--- src/rtl/init_fill_if.sv ---
// init_fill_if
// Groups the controller/arbiter-facing signals of the state-array initialiser
// into one bundle.
//   en, mode, fill_val : start request and pattern selection (controller side)
//   stall              : write port unavailable this cycle (arbiter side)
//   rdy                : initialiser idle and able to accept en
//   addr, wrdata, wren : S-memory write port
//   busy_cnt           : words written so far in the current sweep
// The master modport is the controller/arbiter view; the slave modport is the
// initialiser itself.
`timescale 1ns/1ps
interface init_fill_if #(
    parameter int ADDR_W = 8,
    parameter int DATA_W = 8
);
    logic              en;
    logic              rdy;
    logic [1:0]        mode;
    logic [DATA_W-1:0] fill_val;
    logic              stall;
    logic [ADDR_W-1:0] addr;
    logic [DATA_W-1:0] wrdata;
    logic              wren;
    logic [ADDR_W:0]   busy_cnt;

    modport master (
        output en, mode, fill_val, stall,
        input  rdy, addr, wrdata, wren, busy_cnt
    );

    modport slave (
        input  en, mode, fill_val, stall,
        output rdy, addr, wrdata, wren, busy_cnt
    );
endinterface

--- src/rtl/init_fill.sv ---
// init_fill
// State-array initialiser for the ARC4 S-memory. One en/rdy handshake starts a
// sweep that writes addresses 0..DEPTH-1, one word per unstalled cycle, using
// a pattern chosen at acceptance: identity, constant, reverse or identity XOR
// a key byte.
// Ports:
//   clk  : rising-edge clock
//   rst  : synchronous, active-high reset; aborts any sweep in progress
//   bus  : init_fill_if slave port (en/rdy/mode/fill_val/stall in,
//          addr/wrdata/wren/busy_cnt out)
// DEPTH must lie in 1..2**ADDR_W.
`timescale 1ns/1ps
module init_fill #(
    parameter int ADDR_W = 8,
    parameter int DATA_W = 8,
    parameter int DEPTH  = 256
) (
    input  logic        clk,
    input  logic        rst,
    init_fill_if.slave  bus
);

    localparam logic [0:0] IDLE = 1'b0;
    localparam logic [0:0] FILL = 1'b1;

    // Index and counter are one bit wider than the address so that a full
    // 2**ADDR_W sweep can be counted; patterns are formed at this width too.
    localparam int IW    = ADDR_W + 1;
    localparam int EXT_W = (DATA_W > IW) ? DATA_W : IW;

    localparam logic [IW-1:0]    LAST   = IW'(DEPTH - 1);
    localparam logic [IW-1:0]    ONE    = IW'(1);
    localparam logic [EXT_W-1:0] LAST_E = EXT_W'(DEPTH - 1);
    localparam logic [EXT_W-1:0] PMASK  = EXT_W'({IW{1'b1}});

    logic [0:0]        state_q, state_d;
    logic [IW-1:0]     i_q, i_d;
    logic [1:0]        mode_q, mode_d;
    logic [DATA_W-1:0] val_q, val_d;
    logic [IW-1:0]     cnt_q, cnt_d;

    // Pattern word for index idx: built at IW bits (operand truncated to IW
    // bits first), then zero-extended or truncated to DATA_W.
    function automatic logic [DATA_W-1:0] pattern(
        input logic [1:0]        md,
        input logic [IW-1:0]     idx,
        input logic [DATA_W-1:0] v
    );
        logic [EXT_W-1:0] ie;
        logic [EXT_W-1:0] ve;
        logic [EXT_W-1:0] pe;
        ie = EXT_W'(idx);
        ve = EXT_W'(v) & PMASK;
        case (md)
            2'd0:    pe = ie;
            2'd1:    pe = ve;
            2'd2:    pe = LAST_E - ie;
            default: pe = ie ^ ve;
        endcase
        pe = pe & PMASK;
        return DATA_W'(pe);
    endfunction

    always_comb begin
        state_d = state_q;
        i_d     = i_q;
        mode_d  = mode_q;
        val_d   = val_q;
        cnt_d   = cnt_q;
        case (state_q)
            IDLE: begin
                if (bus.en) begin
                    state_d = FILL;
                    i_d     = '0;
                    cnt_d   = '0;
                    mode_d  = bus.mode;
                    val_d   = bus.fill_val;
                end
            end
            default: begin
                // A stalled cycle holds everything; en is not looked at here.
                if (!bus.stall) begin
                    cnt_d = cnt_q + ONE;
                    // Terminal compare on the index value, never on overflow,
                    // so DEPTH == 2**ADDR_W works without wrapping.
                    if (i_q == LAST) begin
                        state_d = IDLE;
                        i_d     = '0;
                    end else begin
                        i_d = i_q + ONE;
                    end
                end
            end
        endcase
    end

    always_ff @(posedge clk) begin
        if (rst) begin
            state_q <= IDLE;
            i_q     <= '0;
            mode_q  <= '0;
            val_q   <= '0;
            cnt_q   <= '0;
        end else begin
            state_q <= state_d;
            i_q     <= i_d;
            mode_q  <= mode_d;
            val_q   <= val_d;
            cnt_q   <= cnt_d;
        end
    end

    // Address and data are forced to zero while idle; wren is the only
    // output with a combinational path from an input (stall).
    assign bus.rdy      = (state_q == IDLE);
    assign bus.wren     = (state_q == FILL) && !bus.stall;
    assign bus.addr     = (state_q == FILL) ? ADDR_W'(i_q) : '0;
    assign bus.wrdata   = (state_q == FILL) ? pattern(mode_q, i_q, val_q) : '0;
    assign bus.busy_cnt = cnt_q;

endmodule

--- src/flat_wrapper.sv ---
// flat-port wrapper written by rule: the top's interface ports become plain ports
module init_fill_flat 
#(
    parameter int ADDR_W = 8,
    parameter int DATA_W = 8,
    parameter int DEPTH  = 256
)
  (clk, rst, bus_en, bus_mode, bus_fill_val, bus_stall, bus_rdy, bus_addr, bus_wrdata, bus_wren, bus_busy_cnt);
  init_fill_if #(.ADDR_W(ADDR_W), .DATA_W(DATA_W)) bus_i ();
  input  logic clk;
  input  logic rst;
  input wire logic [$bits(bus_i.en)-1:0] bus_en;
  input wire logic [$bits(bus_i.mode)-1:0] bus_mode;
  input wire logic [$bits(bus_i.fill_val)-1:0] bus_fill_val;
  input wire logic [$bits(bus_i.stall)-1:0] bus_stall;
  output wire logic [$bits(bus_i.rdy)-1:0] bus_rdy;
  output wire logic [$bits(bus_i.addr)-1:0] bus_addr;
  output wire logic [$bits(bus_i.wrdata)-1:0] bus_wrdata;
  output wire logic [$bits(bus_i.wren)-1:0] bus_wren;
  output wire logic [$bits(bus_i.busy_cnt)-1:0] bus_busy_cnt;
  assign bus_i.en = bus_en;
  assign bus_i.mode = bus_mode;
  assign bus_i.fill_val = bus_fill_val;
  assign bus_i.stall = bus_stall;
  assign bus_rdy = bus_i.rdy;
  assign bus_addr = bus_i.addr;
  assign bus_wrdata = bus_i.wrdata;
  assign bus_wren = bus_i.wren;
  assign bus_busy_cnt = bus_i.busy_cnt;
  init_fill #(.ADDR_W(ADDR_W), .DATA_W(DATA_W), .DEPTH(DEPTH)) u_core (.clk(clk), .rst(rst), .bus(bus_i));
endmodule
--- config.mk ---
export PLATFORM = sky130hd
export DESIGN_NAME = init_fill_flat
export DESIGN_NICKNAME = d
export VERILOG_FILES = /design/src/rtl/init_fill_if.sv /design/src/rtl/init_fill.sv /design/src/flat_wrapper.sv
export SDC_FILE = /design/constraint.sdc
export NUM_CORES = 1
export LEC_CHECK = 0
export CORE_MARGIN = 2
export CORE_UTILIZATION = 44
export CTS_BUF_LIST = sky130_fd_sc_hd__clkbuf_16
export DETAILED_ROUTE_END_ITERATION = 8
export GPL_TIMING_DRIVEN = 0
export PLACE_DENSITY = 0.81
export SLEW_MARGIN = 10
export SYNTH_ARGS = -nofsm -noshare
export SYNTH_HDL_FRONTEND = slang
export SYNTH_SLANG_ARGS = --single-unit
--- constraint.sdc ---
create_clock -name clk -period 1.3 [get_ports clk]
set_input_delay 0.13 -clock clk [delete_from_list [all_inputs] [get_ports clk]]
set_output_delay 0.13 -clock clk [all_outputs]
set_load 0.05 [all_outputs]
==> results summary, run 1 <==
The flow ran to the end, but the final reports show violations. The final reports fail on setup timing. The worst hold path class is input port to flip-flop. The first-pass iteration count of the detailed router came out at 4.

The maximum clock skew at final layout is 0.00626 ns. The boundary pin count is 41. Entering global routing, the biggest net connects 11 pins.

The setup check on the worst reg-to-reg path leaves a slack of -0.25 ns. Synthesis inferred 29 register bits. The overall die height came out at 64.7 um. The worst setup margin came out at -0.346 ns. After the last flow step, the layout net total stands at 291. The routed wire length is 6260 um.

Across the VDD grid, the largest voltage drop is 0.903 mV. The latest clock arrival within the worst-skew pair is 0.28 ns. Yosys printed 0 warnings. The worst relative slew slack came out at 0.677. Buffers placed on the I/O ports in this run total 40. The number of flops mapped to enable cells by yosys came out at 0.

The number of remaining DRC errors came out at 0. The detailed-route vias per instance is 5.98. The number of sinks handled by clock tree synthesis is 29.

Dividing the detail-routed wire length by the instance count gives 19.3 um. Setup repair after global routing could not meet its margin everywhere. The CTS tree is built. From synthesis to final layout, the design area changed by 92.1%. The number of cells on the worst hold path came out at 3.

The global-route wire length before repair is 8560 um. The tree is rooted in a sky130_fd_sc_hd__clkbuf_16. The mean cell area of the mapped netlist is 7.94 um2. The number of cells on the worst reg-to-reg path is 7.

At the pin with the least slew margin, the transition time is 0.487 ns. The area enclosed by the die boundary came out at 4180 um2. The data arrival at the endpoint of the critical path came out at 1.52 ns. The share of post-route cells with drive strength above 1 is 0.591.

The sort of element at the end of the critical path is an output port. The placed wire-length estimate is 3060 um. The number of max-slew violations in the final report is 0. The final route contains 1936 vias. STA classifies the critical path startpoint as a flip-flop. The global-route usage over all layers came out at 0.265. The worst setup path category is flip-flop to output port. The origin of the critical flop-to-flop path is u_core.state_q. The count of max-cap constraint violations came out at 0. At the worst endpoint, the required time is 1.17 ns.

The die outline width is 64.7 um. Clock-pin slew was measured on the worst setup and hold paths at 0.05 ns. The share of the cycle needed by the critical path after routing is 1.27. Setup violations remaining at the end of the flow were counted as 37. The number of buffers created by CTS is 5.

The minimum clock period after layout came out at 1.65 ns. The number of antenna violations at the first check in global routing is 0. The most used flip-flop cell after synthesis is sky130_fd_sc_hd__dfxtp_1.

The maximum count of clock buffers along a single path is 2. The net count after synthesis came out at 220. The count of endpoints failing hold in the final timing report is 0. The row count is 22.

The launch instance of the worst min-delay path is bus_fill_val[4]. The H-tree depth reported by CTS came out at 2. The achievable clock frequency came out at 608 MHz.

The weighted congestion at the end of routability-driven global placement is 0.820. The via count of the first global-routing pass is 1768. The gate count of the mapped netlist is 204.

In this run the power density over the cells is 850 nW/um2. The placeable core region came out at 3610 um2. The power after layout is 2.65 mW.

The detailed router's first-iteration violation count is 113. The number of inserted filler cells in the final layout is 164. The netlist uses 44 different library cells. The total negative slack for setup checks came out at -6.95 ns. In this run the static leakage power is 1.17 nW.

The endpoint identified for the worst register-to-register timing path is u_core.bus.busy_cnt[8]. The starting density of the core is 0.449. For hold timing, the worst endpoint is u_core.val_q[4].

The post-synthesis cell area is 1620 um2. The sequential element share of the synthesized area is 0.358. The antenna diode count came out at 0. Along the worst path, the maximum fanout reaches 4. The share of synthesized registers carrying an async set or reset came out at 0. The overall overflow remaining after global route came out at 0. The number of routed nets with antenna violations came out at 0.
==> critical path, cell delays in order (launching register included) <==
cell and delay [ns]:
sky130_fd_sc_hd__dfxtp_4 0.39, sky130_fd_sc_hd__clkinvlp_4 0.13, sky130_fd_sc_hd__buf_4 0.15, sky130_fd_sc_hd__buf_4 0.14, sky130_fd_sc_hd__a2111oi_4 0.21, sky130_fd_sc_hd__buf_6 0.21
==> cell usage in the layout (no fill, tap or decap), drive strengths merged, types with 6 or more instances in the layout <==
cell type,count
xnor2,6
buf,52
dfxtp,29
a21oi,23
clkbuf,18
a211oi,6
and3,6
and2,8
clkdlybuf4s50,12
nand2,31
a2111oi,6
nor2,10
nand3,7
==> stage by stage <==
stage | util | worst slack (ns) | area (um2) | instances | hold slack (ns)
after global routing | 0.863 | -0.389 | 3110 | 324 | 0.429
after CTS | 0.759 | -0.337 | 2740 | 311 | 0.401
after floorplan | - | -0.360 | 1850 | 204 | 0.266
after global placement | 0.642 | -0.899 | 2310 | 292 | 0.414
final | 0.863 | -0.346 | 3110 | 324 | 0.427
after detailed placement | 0.642 | -0.905 | 2310 | 292 | 0.422
==> state kept, by name, indices dropped and copies added, names as in the netlist <==
register             count
u_core.i_q               9
u_core.val_q             8
u_core.bus.busy_cnt      9
u_core.mode_q            2
u_core.state_q           1
==> worst max path at each step <==
stage                              start            end  slack (ns)
after CTS                  u_core.i_q[3]  bus_wrdata[3]       -0.34
after global routing      u_core.state_q  bus_wrdata[2]       -0.39
final                     u_core.state_q  bus_wrdata[2]       -0.35
after detailed placement   u_core.i_q[2]  bus_wrdata[2]       -0.90
after global placement     u_core.i_q[2]  bus_wrdata[2]       -0.90
after floorplan           u_core.state_q  bus_wrdata[0]       -0.36
==> power by group <==
part / internal [mW] / total [mW] / switching [mW]
Clock: 0.693 / 1.10 / 0.406
Combinational: 0.286 / 0.616 / 0.330
Sequential: 0.896 / 0.931 / 0.0351
Total: 1.87 / 2.65 / 0.771
==> Yosys cell counts (5+ instances only) <==
library cell | number | share of area
sky130_fd_sc_hd__dfxtp_1 | 29 | 0.36
sky130_fd_sc_hd__nand2_1 | 31 | 0.072
sky130_fd_sc_hd__xnor2_1 | 6 | 0.032
sky130_fd_sc_hd__clkbuf_1 | 12 | 0.028
sky130_fd_sc_hd__and3_1 | 6 | 0.023
sky130_fd_sc_hd__a21oi_1 | 23 | 0.071
sky130_fd_sc_hd__nand3_1 | 7 | 0.022
sky130_fd_sc_hd__a211oi_1 | 6 | 0.028
sky130_fd_sc_hd__o21ai_0 | 5 | 0.015
sky130_fd_sc_hd__a2111oi_0 | 6 | 0.032
sky130_fd_sc_hd__nor2_1 | 10 | 0.023
sky130_fd_sc_hd__and2_1 | 8 | 0.031
==> cell families (layout without fill, tap and decap cells) <==
logic type,after synthesis,count (layout),share of synthesized area
compound gates,60,60,0.250
xor+xnor,6,6,0.0324
fa+ha+maj,2,2,0.0154
buf+inv,21,93,0.0571
flops,29,29,0.358
mux,2,2,0.0139
simple gates,84,84,0.273
==> final cells by class <==
class                      instances  area, um2  share of cell area
buffer                            15        180              0.0579
clock buffer                       5        125              0.0402
clock inverter                     3       13.8             0.00442
inverter                           4       33.8              0.0109
multi-input combinational        154       1460               0.469
sequential                        29        633               0.203
tap                               48       60.1              0.0193
timing repair buffer              66        606               0.195
==> routing by layer <==
layer / GRT usage / routed length, um
met5: 0 / 0
met4: 0.106 / 112
met3: 0.0434 / 357
met2: 0.462 / 3260
met1: 0.323 / 2540
==> timing repair <==
| action | in CTS | in global routing |
|---|---|---|
| endpoints found under the setup margin | 54 | 49 |
| buffers inserted | 11 | 12 |
| pin swaps | 10 | 39 |
| hold buffers | 0 | 0 |
| gates cloned | 2 | 2 |
| resized for setup | 195 | 90 |
Note: power is estimated with default switching activity, not from simulation.
==> run 2: changes to the inputs <==
- CORE_UTILIZATION: 44 -> 35
- PLACE_DENSITY: 0.81 -> 0.68
==> run 2 against run 1 <==
Compared with the run above:
- the run still ends with setup timing left
- cell count increased by 2.2%
- clock-buffer cell count unchanged
- clock skew decreased by 0.0051 ns
- wire length decreased by 1.8%
- register-to-register slack improved by 0.04 ns
- critical path type unchanged
==> results summary, run 2 (synthesized netlist as in run 1, its figures left out) <==
The H-tree depth reported by CTS came out at 2. The worst setup margin is -0.326 ns. Of the total power, registers draw 0.349. The minimum clock period after layout came out at 1.63 ns. The first-pass iteration count of the detailed router is 4.

The number of max-slew violations in the final report is 0. Routability-driven placement finished with a final weighted congestion of 0.863. For the final database, setup skew stands at 0.00119 ns.

The tightest min-delay check is of the input port to flip-flop type. The maximum vdd drop came out at 0.832 mV. Leaving out fill and tap cells, the most frequent cells in the layout are sky130_fd_sc_hd__buf_6 (27), sky130_fd_sc_hd__nand2_1 (20), sky130_fd_sc_hd__buf_4 (15). The sort of element at the end of the critical path is an output port. The worst setup path category is flip-flop to output port. The worst setup path is launched from a flip-flop.

The endpoint required time on the critical path came out at 1.17 ns. Across the run, the number of max-cap violations was 0. Global routing finished with a remaining overflow of 0.

The latest clock arrival within the worst-skew pair came out at 0.27 ns. The placeable core region came out at 4410 um2. The number of sinks handled by clock tree synthesis came out at 29. The detailed router's first-iteration violation count came out at 136. The instance count on the critical path is 4. The transition time of the tightest slew-check pin came out at 0.481 ns. The clock passes through at most 2 buffers.

The achievable clock frequency is 615 MHz. The cell-internal power came out at 1.92 mW. The run finished, with violations left. The library cell used most frequently in the layout, excluding fill and tap cells, is sky130_fd_sc_hd__buf_6.

The combinational share of power came out at 0.249. The stage delay of the slowest cell on the critical path came out at 0.38 ns. The switching power total is 0.766 mW.

The die outline width is 72.0 um. The first global-routing pass estimated 8690 um of wire. The largest delay contributor family on the critical path is buffers and inverters.

The boundary pin count is 41. Once detailed placement completed, the half-perimeter wirelength came to 3300 um. Of the cells placed in the final design, the portion with a size suffix greater than 1 is 0.624. The checks that failed: setup timing.

The largest individual stage delay along the critical path comes from the cell sky130_fd_sc_hd__dfxtp_4. The biggest fanout along the worst timing path came out at 3. The row count came out at 24.

The post-synthesis to final-layout area growth came out at 103%. Counting the buffers created by CTS gives 5. The CTS tree is built. The number of routed nets with antenna violations is 0. The data arrival at the endpoint of the critical path is 1.50 ns. The power density over cell area is 815 nW/um2.

The starting density of the core came out at 0.367. In this run the tightest slew margin relative to its limit is 0.681. The count of buffers added on input and output ports is 40.

The floorplan step defined a die boundary enclosing 5190 um2. For this design the static power due to leakage is 1.21 nW. The detailed-route via count came out at 1903. The repair_antennas step left the layout with diodes totalling 0.

The global-route usage over all layers is 0.217. The number of buffers and inverters on the critical path is 3. The via count of the first global-routing pass came to 1712.

The placed instances occupy a cell area of 2320 um2. The number of antenna violations at the first check in global routing is 0. The clock group share of total power came out at 0.403. The count of endpoints failing hold in the final timing report came out at 0.

The overall die height is 72.0 um. Of the total power, the share spent switching nets is 0.285. The share of the cycle needed by the critical path after routing is 1.25. The routed wire length is 6150 um. Setup violations remaining at the end of the flow were counted as 42.

The number of remaining DRC errors is 0. The final design area excluding fillers came out at 3290 um2. Entering global routing, the biggest net connects 11 pins. The critical path goes through clkinvlp_4 -> buf_4 -> a2111oi_4 -> buf_6. The root buffer selected by CTS is sky130_fd_sc_hd__clkbuf_16. Measured in cells, the most critical reg-to-reg path has a length of 6. The number of inserted filler cells in the final layout came out at 282. After detailed routing, the average wire length per cell comes to 18.6 um. The worst hold path was traced through 3 stages.

The total negative slack for setup checks is -5.70 ns. After detailed routing, the number of vias per cell comes to 5.75. The final-stage net count is 294. Setup repair after global routing could not meet its margin everywhere. Clock-pin slew was measured on the worst setup and hold paths at 0.05 ns.
[run 2: cell count changes in the layout (fill, tap and decap cells not counted), sizes merged]
cell           change
dlygate4sd2        -2
clkdlybuf4s50      +1
inv                -1
clkbuf             +4
clkinv             +1
[run 2: final cells by class]
type	count	area (um2)	share of cell area
Tap cell	52	65.1	0.0197
Inverter	4	33.8	0.0103
Clock buffer	5	125	0.0380
Timing Repair Buffer	70	733	0.223
Buffer	14	186	0.0566
Clock inverter	3	12.5	0.00380
Sequential cell	29	628	0.191
Multi-Input combinational cell	154	1510	0.458
[run 2: power groups by stage]
stage                     sequential [mW]  clock [mW]  combinational [mW]
after floorplan                     0.949           0               0.267
after global placement              0.950           0               0.390
after detailed placement            0.951           0               0.393
after CTS                           0.930        1.08               0.507
after global routing                0.938        1.14               0.698
final                               0.936        1.08               0.667
[run 2: routing by layer]
layer,vias up,GRT usage,part of all wire
met1,945,0.293,0.44
met5,-,0,0
met3,13,0.0417,0.033
li1,899,-,-
met2,46,0.354,0.51
met4,0,0.0629,0.023
[run 2: metrics by stage]
step	instances	setup slack (ns)	hold slack (ns)	util	power, mW
3_5_place_dp	296	-1.01	0.422	0.526	1.34
3_3_place_gp	296	-0.973	0.415	0.526	1.34
2_1_floorplan	204	-0.360	0.266	-	1.22
4_1_cts	317	-0.346	0.396	0.645	2.52
6_report	331	-0.326	0.405	0.746	2.68
5_1_grt	331	-0.378	0.419	0.746	2.78
[run 2: path summary, 6_finish.rpt]
kind | from | endpoint | slack [ns]
worst max register to register | u_core.i_q[1] | u_core.i_q[2] | -0.21
worst min register to register | u_core.i_q[8] | u_core.i_q[8] | 0.43
worst min-delay path | bus_fill_val[7] | u_core.val_q[7] | 0.40
worst max-delay path | u_core.state_q | bus_wrdata[0] | -0.33
[run 2: repair_timing]
| action | 4_1_cts | 5_1_grt |
|---|---|---|
| setup buffers | 15 | 13 |
| gates resized for setup | 213 | 91 |
| cloned | 0 | 3 |
| setup endpoints to repair | 53 | 52 |
| pin swaps | 18 | 34 |
| hold buffers | 0 | 0 |
[run 2: worst reg2reg max path: stages, from the launching register on]
cell	delay (ns)
sky130_fd_sc_hd__dfxtp_4	0.38
sky130_fd_sc_hd__buf_6	0.13
sky130_fd_sc_hd__ha_4	0.15
sky130_fd_sc_hd__and3b_2	0.25
sky130_fd_sc_hd__a311oi_4	0.30
sky130_fd_sc_hd__nand2_1	0.11
sky130_fd_sc_hd__o2bb2ai_2	0.11
